$ cat src/rtl/sec_alert_handler_pkg.sv
// Shared types and defaults for the security-alert receive path.
// The abort entry layout {rob_idx, yrot} is also what the FIFO stores.
package sec_alert_handler_pkg;

  localparam int ROB_IDX_W_DEF = 6;
  localparam int YROT_W_DEF    = 6;

  typedef struct packed {
    logic [ROB_IDX_W_DEF-1:0] rob_idx;
    logic [YROT_W_DEF-1:0]    yrot;
  } abort_entry_t;

  typedef enum logic [1:0] {
    ST_IDLE  = 2'd0,
    ST_ISSUE = 2'd1,
    ST_HOLD  = 2'd2
  } state_e;

endpackage

$ cat src/rtl/sec_alert_fifo.sv
// Two-write / one-read FIFO for pending aborts; writes land on the next edge, read is the
// combinational head. free counts the slot released by a same-cycle pop; flush empties it.
module sec_alert_fifo #(
  parameter  int W     = 12,
  parameter  int DEPTH = 4,
  localparam int AW    = $clog2(DEPTH)
) (
  input  logic          clock,
  input  logic          reset_n,
  input  logic          flush,
  input  logic          wr0_vld,
  input  logic [W-1:0]  wr0_dat,
  input  logic          wr1_vld,
  input  logic [W-1:0]  wr1_dat,
  input  logic          rd_pop,
  output logic [W-1:0]  rd_dat,
  output logic          empty,
  output logic [AW:0]   free
);

  logic [W-1:0] mem_q [DEPTH];
  logic [W-1:0] mem_d [DEPTH];
  logic [AW-1:0] wptr_q, wptr_d;
  logic [AW-1:0] rptr_q, rptr_d;
  logic [AW:0]   cnt_q, cnt_d;
  logic [AW:0]   n_wr;
  logic          pop;

  assign empty  = (cnt_q == '0);
  assign pop    = rd_pop && !empty;
  assign rd_dat = mem_q[rptr_q];
  assign free   = (AW+1)'(DEPTH) - cnt_q + (AW+1)'(pop);

  // Callers only raise wr1_vld together with wr0_vld and never exceed free.
  assign n_wr = (AW+1)'(wr0_vld) + (AW+1)'(wr1_vld);

  always_comb begin
    mem_d  = mem_q;
    wptr_d = wptr_q;
    rptr_d = rptr_q;
    cnt_d  = cnt_q;
    if (flush) begin
      wptr_d = '0;
      rptr_d = '0;
      cnt_d  = '0;
    end else begin
      if (wr0_vld) mem_d[wptr_q] = wr0_dat;
      if (wr1_vld) mem_d[wptr_q + AW'(1)] = wr1_dat;
      wptr_d = wptr_q + AW'(n_wr);
      rptr_d = rptr_q + AW'(pop);
      cnt_d  = cnt_q + n_wr - (AW+1)'(pop);
    end
  end

  always_ff @(posedge clock or negedge reset_n) begin
    if (!reset_n) begin
      for (int i = 0; i < DEPTH; i++) mem_q[i] <= '0;
      wptr_q <= '0;
      rptr_q <= '0;
      cnt_q  <= '0;
    end else begin
      mem_q  <= mem_d;
      wptr_q <= wptr_d;
      rptr_q <= rptr_d;
      cnt_q  <= cnt_d;
    end
  end

endmodule

$ cat src/rtl/sec_alert_handler.sv
// Turns security-monitor alert bundles into serialized ROB abort requests (valid one cycle
// after the alert); valid holds until ready, then a fixed hold-off precedes the next request.
module sec_alert_handler
  import sec_alert_handler_pkg::*;
#(
  parameter int ROB_IDX_W = ROB_IDX_W_DEF,
  parameter int YROT_W    = YROT_W_DEF,
  parameter int DEPTH     = 4,
  parameter int HOLDOFF   = 2,
  parameter int CNT_W     = 16
) (
  input  logic                 clock,
  input  logic                 reset_n,
  input  logic                 io_sec_alert_alert_valid,
  input  logic [1:0]           io_sec_alert_alert_mask,
  input  logic                 io_sec_alert_aborted_uop_valid_0,
  input  logic                 io_sec_alert_aborted_uop_valid_1,
  input  logic [ROB_IDX_W-1:0] io_sec_alert_aborted_uop_rob_idx_0,
  input  logic [ROB_IDX_W-1:0] io_sec_alert_aborted_uop_rob_idx_1,
  input  logic [YROT_W-1:0]    io_sec_alert_aborted_uop_yrot_0,
  input  logic [YROT_W-1:0]    io_sec_alert_aborted_uop_yrot_1,
  input  logic                 io_flush,
  output logic                 io_abort_valid,
  input  logic                 io_abort_ready,
  output logic [ROB_IDX_W-1:0] io_abort_rob_idx,
  output logic [YROT_W-1:0]    io_abort_yrot,
  output logic                 io_busy,
  output logic                 io_overflow,
  output logic [CNT_W-1:0]     io_alert_count
);

  localparam int AW   = $clog2(DEPTH);
  localparam int HC_W = (HOLDOFF > 1) ? $clog2(HOLDOFF) : 1;

  // Same field order as abort_entry_t, sized by this instance's parameters.
  typedef struct packed {
    logic [ROB_IDX_W-1:0] rob_idx;
    logic [YROT_W-1:0]    yrot;
  } entry_t;

  state_e          state_q, state_d;
  logic [HC_W-1:0] hold_cnt_q, hold_cnt_d;
  logic            overflow_q, overflow_d;
  logic [CNT_W-1:0] count_q, count_d;

  entry_t      ent0, ent1, head, wr0_dat, wr1_dat;
  logic        acc0, acc1;
  logic [1:0]  n_req, n_fit;
  logic [AW:0] free;
  logic        fifo_empty, wr0_vld, wr1_vld, pop, drop;
  logic [CNT_W:0] count_sum;

  assign ent0 = '{rob_idx: io_sec_alert_aborted_uop_rob_idx_0, yrot: io_sec_alert_aborted_uop_yrot_0};
  assign ent1 = '{rob_idx: io_sec_alert_aborted_uop_rob_idx_1, yrot: io_sec_alert_aborted_uop_yrot_1};

  // Port 1 is suppressed when it duplicates an accepted port-0 rob_idx.
  assign acc0 = io_sec_alert_alert_valid && io_sec_alert_alert_mask[0]
             && io_sec_alert_aborted_uop_valid_0;
  assign acc1 = io_sec_alert_alert_valid && io_sec_alert_alert_mask[1]
             && io_sec_alert_aborted_uop_valid_1
             && !(acc0 && (io_sec_alert_aborted_uop_rob_idx_0 == io_sec_alert_aborted_uop_rob_idx_1));

  assign pop   = (state_q == ST_ISSUE) && io_abort_ready;
  assign n_req = {1'b0, acc0} + {1'b0, acc1};

  always_comb begin
    n_fit = n_req;
    if ((AW+1)'(n_req) > free) n_fit = free[1:0];
  end

  // Surviving entries are compacted so a lone port-1 entry uses write slot 0.
  assign wr0_vld = !io_flush && (n_fit != 2'd0);
  assign wr1_vld = !io_flush && (n_fit == 2'd2);
  assign wr0_dat = acc0 ? ent0 : ent1;
  assign wr1_dat = ent1;
  assign drop    = !io_flush && (n_fit != n_req);

  sec_alert_fifo #(
    .W     (ROB_IDX_W + YROT_W),
    .DEPTH (DEPTH)
  ) u_fifo (
    .clock   (clock),
    .reset_n (reset_n),
    .flush   (io_flush),
    .wr0_vld (wr0_vld),
    .wr0_dat (wr0_dat),
    .wr1_vld (wr1_vld),
    .wr1_dat (wr1_dat),
    .rd_pop  (pop),
    .rd_dat  (head),
    .empty   (fifo_empty),
    .free    (free)
  );

  always_ff @(posedge clock or negedge reset_n) begin
    if (!reset_n) begin
      state_q    <= ST_IDLE;
      hold_cnt_q <= '0;
    end else begin
      state_q    <= state_d;
      hold_cnt_q <= hold_cnt_d;
    end
  end

  // Entries written this cycle count as pending so the request appears one cycle after the alert.
  always_comb begin
    state_d    = state_q;
    hold_cnt_d = hold_cnt_q;
    if (io_flush) begin
      state_d    = ST_IDLE;
      hold_cnt_d = '0;
    end else begin
      case (state_q)
        ST_IDLE: begin
          if (!fifo_empty || wr0_vld) state_d = ST_ISSUE;
        end
        ST_ISSUE: begin
          if (io_abort_ready) begin
            state_d    = ST_HOLD;
            hold_cnt_d = HC_W'(HOLDOFF - 1);
          end
        end
        ST_HOLD: begin
          if (hold_cnt_q == '0) begin
            state_d = (!fifo_empty || wr0_vld) ? ST_ISSUE : ST_IDLE;
          end else begin
            hold_cnt_d = hold_cnt_q - HC_W'(1);
          end
        end
        default: state_d = ST_IDLE;
      endcase
    end
  end

  always_comb begin
    io_abort_valid   = (state_q == ST_ISSUE);
    io_abort_rob_idx = '0;
    io_abort_yrot    = '0;
    if (state_q == ST_ISSUE) begin
      io_abort_rob_idx = head.rob_idx;
      io_abort_yrot    = head.yrot;
    end
    io_busy = !fifo_empty || (state_q != ST_IDLE);
  end

  assign count_sum = {1'b0, count_q} + (CNT_W+1)'(wr0_vld) + (CNT_W+1)'(wr1_vld);

  always_comb begin
    overflow_d = overflow_q || drop;
    count_d    = count_sum[CNT_W] ? '1 : count_sum[CNT_W-1:0];
  end

  always_ff @(posedge clock or negedge reset_n) begin
    if (!reset_n) begin
      overflow_q <= 1'b0;
      count_q    <= '0;
    end else begin
      overflow_q <= overflow_d;
      count_q    <= count_d;
    end
  end

  assign io_overflow    = overflow_q;
  assign io_alert_count = count_q;

endmodule
$ cat config.mk
export PLATFORM = sky130hd
export DESIGN_NAME = sec_alert_handler
export DESIGN_NICKNAME = d
export VERILOG_FILES = /design/src/rtl/sec_alert_handler_pkg.sv /design/src/rtl/sec_alert_fifo.sv /design/src/rtl/sec_alert_handler.sv
export SDC_FILE = /design/constraint.sdc
export NUM_CORES = 1
export LEC_CHECK = 0
export BUFFER_PORTS_ARGS = -buffer_cell sky130_fd_sc_hd__buf_2
export CORE_ASPECT_RATIO = 1.4
export CORE_MARGIN = 5
export CORE_UTILIZATION = 52
export CTS_CLUSTER_DIAMETER = 30
export DETAILED_ROUTE_END_ITERATION = 8
export GPL_TIMING_DRIVEN = 0
export PLACE_DENSITY = 0.76
export SYNTH_ARGS = -nofsm -noshare
export SYNTH_HDL_FRONTEND = slang
export SYNTH_SLANG_ARGS = --single-unit
$ cat constraint.sdc
create_clock -name clock -period 4.59 [get_ports clock]
set_input_delay 0.459 -clock clock [delete_from_list [all_inputs] [get_ports clock]]
set_output_delay 0.459 -clock clock [all_outputs]
set_load 0.005 [all_outputs]
**After elaboration in Yosys (flattened, before gate mapping)**

Cells that the tools add are included.

- Register bits: 75
- Input port bits: 33
- Output and inout port bits: 31
- Logic and storage cells: 96

- $add $sub $neg: 12
- Order comparisons: 6
- Equality and inequality tests: 8
- Mux-type cells: 30
- Bitwise gates (word level): 3
- Reduce and logical (&&, ||, !) cells: 26

Operator list:

| operator | count |
|---|---|
| two-way mux 48 bit | 3 |
| bitwise mux 48 bit | 2 |
| two-way mux 12 bit | 5 |
| demux 12 bit (select 2 bit) | 2 |
| binary-select mux 12 bit (select 2 bit) | 1 |
| adder 16 x 1 -> 17 bit | 1 |
| adder 17 x 1 -> 17 bit | 1 |
| two-way mux 16 bit | 1 |
| two-way mux 2 bit | 7 |
| logical AND 1 bit | 13 |
| two-way mux 6 bit | 2 |
| >= comparator 3 bit (second input constant) | 3 |
| inverter 2 -> 3 bit | 3 |
| equality test 6 bit | 1 |
| < comparator 3 x 1 -> 1 bit (second input constant) | 2 |
| inequality test 3 bit (second input constant) | 2 |
| one-hot mux 2 bit (3 select lines) | 1 |
| adder 1 x 1 -> 2 bit | 2 |
| equality test 2 bit (second input constant) | 2 |
| two-way mux 1 bit | 4 |
| nonzero test 2 bit | 2 |
| adder 3 x 1 -> 3 bit | 1 |
| adder 3 bit | 1 |
| > comparator 2 x 3 -> 1 bit | 1 |
| 18 further kinds | 22 |

**Depth between registers and ports, before layout**

Gate-level depths: netlist (run 1).

- Word-level depth: 15
- Depth in mapped cells: 19
- Depth with buffers taken out: 18

**Cells and area by module**

From an unflattened synthesis (run 1), not the netlist that was laid out.

- Cell total of the unflattened synthesis: 415
- Area total of the unflattened synthesis: 4380.5 um2

Modules (own cells, without submodules):

| module | times used | cells an instance | area an instance (um2) | sequential area each (um2) |
|---|---|---|---|---|
| sec_alert_fifo | 1 | 256 | 2916.5 | 1376.3 |
| sec_alert_handler | 1 | 159 | 1463.9 | 500.5 |

**Least setup slack after synthesis (run 1)**

Ideal clock, no wire load.

- Path kind: input-to-reg
- Start: input io_sec_alert_alert_valid
- End: register count_q[13] (netlist: io_alert_count[13])
- Setup time: 0.069 ns
- Data arrival time: 4.241 ns
- Required time: 4.521 ns
- Path slack: 0.279 ns
- Cell stages on the path: 17
- Path buffers: 3
- Cells stage by stage: nand3_1 > buf_1 > inv_1 > ha_1 > ha_1 > and3b_1 > nor4b_4 > mux2_4 > o21ai_2 > buf_2 > fa_1 > inv_1 > ha_1 > nand3_1 > or3_1 > clkbuf_1 > nand3_1

- Word-level cells in the longest chain between the ends: 13
- Elaborated cells between the ends (all ways): 17
- Those cells by class: 3 x add/sub; 1 x order compare; 1 x eq/ne; 2 x mux; 10 x reduce/logical

Ends and longest elaborated chain:

| element | line | text |
|---|---|---|
| start: declaration | sec_alert_handler.sv:14 | `input logic io_sec_alert_alert_valid,` |
| logical AND 1 bit | sec_alert_handler.sv:57 | `assign acc0 = io_sec_alert_alert_valid && io_sec_alert_alert_mask[0]` |
| logical AND 1 bit | sec_alert_handler.sv:58 | `&& io_sec_alert_aborted_uop_valid_0;` |
| logical AND 1 bit | sec_alert_handler.sv:61 | `&& !(acc0 && (io_sec_alert_aborted_uop_rob_idx_0 == io_sec_alert_aborted_uop_rob_idx_1));` |
| logical NOT 1 bit | sec_alert_handler.sv:61 |  |
| logical AND 1 bit | sec_alert_handler.sv:61 |  |
| adder 1 x 1 -> 2 bit (*) | sec_alert_handler.sv:64 | `assign n_req = {1'b0, acc0} + {1'b0, acc1};` |
| > comparator 2 x 3 -> 1 bit | sec_alert_handler.sv:68 | `if ((AW+1)'(n_req) > free) n_fit = free[1:0];` |
| two-way mux 2 bit (*) | sec_alert_handler.sv:68 |  |
| nonzero test 2 bit | sec_alert_handler.sv:72 | `assign wr0_vld = !io_flush && (n_fit != 2'd0);` |
| logical AND 1 bit | sec_alert_handler.sv:72 |  |
| adder 16 x 1 -> 17 bit | sec_alert_handler.sv:146 | `assign count_sum = {1'b0, count_q} + (CNT_W+1)'(wr0_vld) + (CNT_W+1)'(wr1_vld);` |
| adder 17 x 1 -> 17 bit (*) | sec_alert_handler.sv:146 |  |
| two-way mux 16 bit (*) | sec_alert_handler.sv:150 | `count_d = count_sum[CNT_W] ? '1 : count_sum[CNT_W-1:0];` |
| via count_d[13] | sec_alert_handler.sv:44 | `logic [CNT_W-1:0] count_q, count_d;` |
| end signal: assignment | sec_alert_handler.sv:159 | `count_q <= count_d;` |
| end: declaration | sec_alert_handler.sv:44 |  |

Mark *: on every way through the listed nets, which the timed path passes. The rest lies on a longest branch.
A chain may end at the register's enable or synchronous reset.

**Worst setup path in the final report (run 1)**

- Start: register u_fifo.cnt_q[0]
- End: register count_q[12] (netlist: io_alert_count[12])

- Word-level cells in the longest chain between the ends: 11
- Elaborated cells between the ends (all ways): 14
- Those cells by class: 4 x add/sub; 1 x order compare; 1 x eq/ne; 2 x mux; 6 x reduce/logical

Ends and longest elaborated chain:

| element | line | text |
|---|---|---|
| start: declaration | sec_alert_fifo.sv:25 | `logic [AW:0] cnt_q, cnt_d;` |
| start signal: assignment | sec_alert_fifo.sv:65 | `cnt_q <= cnt_d;` |
| parallel branches: the longest is 3 deep, another holds subtractor 3 bit | n/a |  |
| adder 3 x 1 -> 3 bit (*) | sec_alert_fifo.sv:32 | `assign free = (AW+1)'(DEPTH) - cnt_q + (AW+1)'(pop);` |
| > comparator 2 x 3 -> 1 bit | sec_alert_handler.sv:68 |  |
| two-way mux 2 bit (*) | sec_alert_handler.sv:68 |  |
| nonzero test 2 bit | sec_alert_handler.sv:72 |  |
| logical AND 1 bit | sec_alert_handler.sv:72 |  |
| adder 16 x 1 -> 17 bit | sec_alert_handler.sv:146 |  |
| adder 17 x 1 -> 17 bit (*) | sec_alert_handler.sv:146 |  |
| two-way mux 16 bit (*) | sec_alert_handler.sv:150 |  |
| via count_d[12] | sec_alert_handler.sv:44 |  |

Mark *: on every way through the listed nets, which the timed path passes.

==> impl_metrics.toml, run 1 <==
[synth]
ys_seq_area_frac = 0.406
synth_flop_cell = "dfrtp_1"
synth_cell_type_count = 37
ys_ff_latch = 75
synth_fp_nets = 545
ys.warnings.count = 0
synth.avg_cell_area_um2 = 9.26
async_reset_ff_frac = 1.00
syn-cell-area_mm2 = 0.00463
synthCells = 500
synth_edf_count = 0

[pwr]
ir_worst_vdd_mv = 0.230
power.density_mw_per_mm2 = 510
leakage_nw = 2.78

[timing]
fin_skew_ps = 9.96
period_share = 0.963
finalCriticalPeriod_ps = 4420
tightest_slew_ps = 969
relSlewSlack = 0.354
rsz0062_at_grt = "no"
slew_viol_final = 0
clock.fmax_mhz = 226
hold_viol = 0
report.final.setup_viol = 0

[global_routing]
grt_max_degree = 61
antenna_found_initial = 0
grt_util_all_layers = 0.266
first_global_vias = 4565
grt_overflow = 0
grt_pass1_wl_um = 23100

[place]
port_buffers = 62
placed_cells = 668
place_area_mm2 = 0.00510
routabilityCongestion = 0.942
dp_hpwl_um = 9700

[clock_tree]
h-tree-depth = 3
insertion_delay_ps = 340
cts_tree = "yes"
clockRootBuffer = "clkbuf_16"
clk_path_buf_depth = 2
path_clk_slew_ps = 60
numCtsBuffers = 9
clock_sinks = 75

[final_layout]
area_delta_synth_final_pct = 17.7
diodes = 0
final_common_cell = "dfrtp_1"
nets = 621
final_core_util = 0.629
layout_common_cells = "dfrtp_1 (75), buf_2 (70), inv_1 (61)"
drive_gt1_frac = 0.192
final_cells = 684
fin_area_mm2 = 0.00545
n_fill_cell = 731

[worst_setup_path]
startpoint_type = "register"
critical_path_class = "reg -> reg"
crit_path_max_fanout = 13
cp-end-kind = "register"
cp.arrival_ps = 4650
crit_required_ps = 4820

[drt]
ant_nets = 0
drt_iter0_markers = 764
dr.pass1.iters = 7
avgRoutedWirePerCell_um = 21.0
drt_wl_total_um = 14400
vias_per_cell = 6.48
drcViolationCount = 0
num_vias = 4433

[floorplanning]
num_io_pins = 64
dieHeight_um = 122
rows = 40
die_area_mm2 = 0.0109
die_x_um = 89.7
fp.coreArea_mm2 = 0.00866
initial_core_util = 0.535

[run_status]
outcome = "finished, final reports clean"

[hold_path]
hold_path.class = "in -> reg"

[job]
maxCapViolations = 0
cells in the mapped netlist (4+ instances only):
| cell type | n | area [um^2] |
|---|---|---|
| xnor2_1 | 8 | 70.1 |
| nand3_1 | 14 | 70.1 |
| or3_1 | 5 | 31.3 |
| nand2_1 | 34 | 128 |
| mux4_2 | 12 | 270 |
| mux2i_1 | 13 | 130 |
| and2_1 | 13 | 81.3 |
| a222oi_1 | 48 | 480 |
| a21oi_1 | 47 | 235 |
| clkbuf_1 | 17 | 63.8 |
| buf_2 | 9 | 45.0 |
| o21ai_0 | 21 | 105 |
| xor2_1 | 13 | 114 |
| nor2b_1 | 6 | 37.5 |
| nor2_1 | 54 | 203 |
| nor3_1 | 6 | 30.0 |
| inv_1 | 61 | 229 |
| dfrtp_1 | 75 | 1880 |
| ha_1 | 10 | 125 |
| nand2b_1 | 4 | 25.0 |
layer usage:
metal | up-vias | part of all wire | track usage
met3 | 66 | 0.11 | 0.0679
li1 | 1954 | - | -
met2 | 312 | 0.48 | 0.440
met1 | 2101 | 0.36 | 0.304
met5 | - | 0 | 0
met4 | 0 | 0.047 | 0.172
through the flow:
stage | TNS (ps) | worst slack [ps] | hold slack [ps] | total power, mW
finish | 0 | 170 | 413 | 2.78
global route | 0 | 12.6 | 419 | 2.95
CTS | 0 | 28.0 | 407 | 2.74
detailed placement | -8580 | -670 | 347 | 2.04
global placement | -6880 | -564 | 438 | 1.98
floorplan | 0 | 279 | 163 | 1.72
logic make-up (layout without fill, tap and decap cells):
| family | Yosys count | after routing | synth area share |
|---|---|---|---|
| buffers and inverters | 92 | 171 | 0.0803 |
| XOR/XNOR | 21 | 21 | 0.0397 |
| adder cells (fa/ha/maj) | 12 | 12 | 0.0357 |
| flip-flops | 75 | 75 | 0.406 |
| AND/OR/NAND/NOR | 149 | 149 | 0.155 |
| multiplexers | 28 | 28 | 0.0946 |
| AO/OA/AOI/OAI | 123 | 123 | 0.189 |
critical path, cell delays in order (launching register included):
cell	delay (ps)
dfrtp_1	400
or3_1	420
nand3_1	130
ha_1	150
inv_1	60
ha_4	280
inv_1	40
ha_1	310
and3b_1	230
nor4b_4	330
mux2_4	350
o21ai_4	390
fa_1	300
inv_1	80
ha_4	170
and3_1	220
nand3_1	110
mux2_2	330
flip-flops by register name, summed over array words and instances (netlist names):
name and cells:
hold_cnt_q 1, io_overflow 1, io_alert_count 16, u_fifo.wptr_q 2, u_fifo.rptr_q 2, u_fifo.mem_q 48, state_q 2, u_fifo.cnt_q 3
area by class of cell:
type	count	area, um^2	share of cell area
plain buffers	30	143	0.0262
clock buffers	11	243	0.0446
clock inverters	3	40.0	0.00735
inverters	61	229	0.0420
multi-input cells	333	2420	0.444
flip-flops and latches	75	1880	0.345
well taps	105	131	0.0241
repair buffers	66	365	0.0671
power by group:
part	switching [mW]	leakage (nW)	total, mW	internal (mW)
registers	0.193	0.836	1.07	0.880
clock network	0.271	0.141	0.699	0.428
logic	0.499	1.81	1.01	0.506
path summary, 6_finish.rpt:
check | from | end | slack [ps] | cells after the start
min | io_abort_ready | hold_cnt_q | 410 | 3
min reg2reg | io_overflow | io_overflow | 460 | 1
max | u_fifo.cnt_q[0] | io_alert_count[12] | 170 | 17
max in group asynchronous | reset_n | u_fifo.mem_q[30] | 3480 | 3
max reg2reg | u_fifo.cnt_q[0] | io_alert_count[12] | 170 | 17
min in group asynchronous | reset_n | u_fifo.mem_q[45] | 530 | 2
repair_timing:
| item | CTS | global route |
|---|---|---|
| hold buffers | 1 | 0 |
| setup buffers | 2 | 0 |
| pin swaps | 1 | 1 |
| endpoints found under the hold margin | 15 | 0 |
| endpoints found under the setup margin | 14 | 16 |
| resized for setup | 5 | 4 |
No activity file was read; power rests on OpenSTA's default activity.
==> run 2, diff against run 1 <==
--- a/config.mk
+++ b/config.mk
@@ -7,7 +7,7 @@
 export LEC_CHECK = 0
 export BUFFER_PORTS_ARGS = -buffer_cell sky130_fd_sc_hd__buf_2
 export CORE_ASPECT_RATIO = 1.4
-export CORE_MARGIN = 5
+export CORE_MARGIN = 10
 export CORE_UTILIZATION = 52
 export CTS_CLUSTER_DIAMETER = 30
 export DETAILED_ROUTE_END_ITERATION = 8
==> run 2 against run 1 <==
Compared with the run above:
- the run now ends with design-rule violations left
- combinational power about the same
- worst setup slack improved by 100 ps
- highest routed layer unchanged
- hold slack worse by 12 ps
- clock skew shrank 6.1 ps
- wire length up 0.97%
- utilization increased by 0.40 points
- sequential share of layout area fell by 0.22 points
- final cell count grew 0.44%
- critical path type unchanged
- first-iteration DRC count down 17%
- cell area up 0.64%
- die area is 20% higher
- flip-flop and latch count unchanged
==> impl_metrics.toml, run 2 (same netlist as run 1, synthesis figures left out) <==
[clock_tree]
insertion_delay_ps = 340
path_clk_slew_ps = 60
h-tree-depth = 3
clock_sinks = 75
clockRootBuffer = "clkbuf_16"
cts_tree = "yes"
clk_path_buf_depth = 2
numCtsBuffers = 9

[hold_path]
hold_path.class = "in -> reg"
hp-start = "io_abort_ready"

[job]
maxCapViolations = 0

[final_layout]
nets = 622
multiInputGateArea_mm2 = 0.00242
largest-register = "u_fifo.mem_q"
area_delta_synth_final_pct = 18.5
n_fill_cell = 719
final_cells = 687
largest_register_ffs = 48
layout_common_cells = "dfrtp_1 (75), buf_2 (70), inv_1 (61)"
final_core_util = 0.633
regArea_mm2 = 0.00188
diodes = 0
final_common_cell = "dfrtp_1"
drive_gt1_frac = 0.199

[worst_setup_path]
worstPathCellList = "or3_1, nand3_1, ha_1, inv_1, ha_4, inv_1, ha_1, and3b_1, nor4b_4, mux2_4, o21ai_4, buf_6, fa_1, inv_1, ha_4, and3_1, nand3_1, mux2_2"
critical_path_class = "reg -> reg"
crit_required_ps = 4820
max_stage_delay_ps = 420
cpMaxStageDelayCell = "or3_1"
cp-end-kind = "register"
crit_path_max_fanout = 10
path_common_cell = "inv_1"
cp.arrival_ps = 4540
crit_start = "u_fifo.cnt_q[0]"
timing.rr.start = "u_fifo.cnt_q[0]"
startpoint_type = "register"

[timing]
postLayoutSetupSlackWorst_ps = 275
report.final.setup_viol = 0
fin_skew_ps = 3.81
clock.fmax_mhz = 232
relSlewSlack = 0.356
slew_viol_final = 0
hold_viol = 0
period_share = 0.940
tightest_slew_ps = 966
finalCriticalPeriod_ps = 4310

[run_status]
violations = "design-rule violations"
outcome = "finished with violations"

[floorplanning]
fp.coreArea_mm2 = 0.00866
die_x_um = 99.7
dieHeight_um = 132
die_area_mm2 = 0.0131
initial_core_util = 0.535
rows = 40
num_io_pins = 64

[drt]
drt_wl_total_um = 14500
drcViolationCount = 3
avgRoutedWirePerCell_um = 21.1
ant_nets = 0
vias_per_cell = 6.50
num_vias = 4466
drt_iter0_markers = 637
dr.pass1.iters = 9

[place]
placed_cells = 668
routabilityCongestion = 0.932
dp_hpwl_um = 10100
port_buffers = 62
dpl_worst_slack_ps = -675

[global_routing]
grt_overflow = 0
antenna_found_initial = 0
grt_max_degree = 61
first_global_vias = 4664
grt_util_all_layers = 0.218
grt_pass1_wl_um = 23100

[pwr]
power.density_mw_per_mm2 = 510
leakage_nw = 2.80
ir_worst_vdd_mv = 0.321
run 2: cell types whose count changed in the layout (fill, tap and decap cells not counted), sizes merged:
cell / change
buf: +2
clkbuf: -2
clkinv: +2
clkinvlp: +1
run 2: repair_timing:
item,4_1_cts,5_1_grt
endpoints found under the hold margin,15,0
gates resized for setup,6,6
pin swaps,1,1
setup endpoints to repair,14,16
hold buffers,1,0
buffers inserted,3,0
run 2: cell type report:
| cell class | instances | area share |
|---|---|---|
| inverter | 61 | 0.0418 |
| timing repair buffer | 67 | 0.0680 |
| clock inverter | 6 | 0.0119 |
| clock buffer | 10 | 0.0436 |
| sequential | 75 | 0.342 |
| buffer | 30 | 0.0267 |
| tap | 105 | 0.0240 |
| multi-input combinational | 333 | 0.442 |
run 2: routing by layer:
metal | track usage | vias to the layer above | share of wire
met3 | 0.0651 | 66 | 0.11
met1 | 0.237 | 2143 | 0.35
met2 | 0.359 | 290 | 0.50
li1 | - | 1967 | -
met5 | 0 | - | 0
met4 | 0.136 | 0 | 0.041
run 2: critical path: cells and delay by family (launching register included):
kind	cells	cell delay [ps]
simple gates	6	1410
mux	2	690
fa+ha+maj	5	1150
compound gates	1	200
buf+inv	4	370
flops	1	400
run 2: power by group:
part	switching (mW)	internal (mW)
clock	0.286	0.435
sequential	0.188	0.880
combinational	0.499	0.510
total	0.973	1.82
run 2: worst paths after layout:
check	endpoint	slack (ps)	depth (start not counted)
min in group asynchronous	u_fifo.mem_q[45]	540	2
max reg2reg	io_alert_count[12]	280	18
max in group asynchronous	io_alert_count[0]	3470	3
min reg2reg	io_overflow	460	1
min	hold_cnt_q	400	3
max	io_alert_count[12]	280	18
run 2: through the flow:
step | cell area, um^2 | hold WS [ps] | power (mW) | setup TNS (ps)
after floorplan | 4630 | 163 | 1.72 | 0
after global placement | 5070 | 437 | 1.99 | -6740
after detailed placement | 5100 | 350 | 2.05 | -8690
after CTS | 5450 | 397 | 2.77 | 0
after global routing | 5480 | 440 | 2.96 | -0.581
final | 5480 | 402 | 2.80 | 0
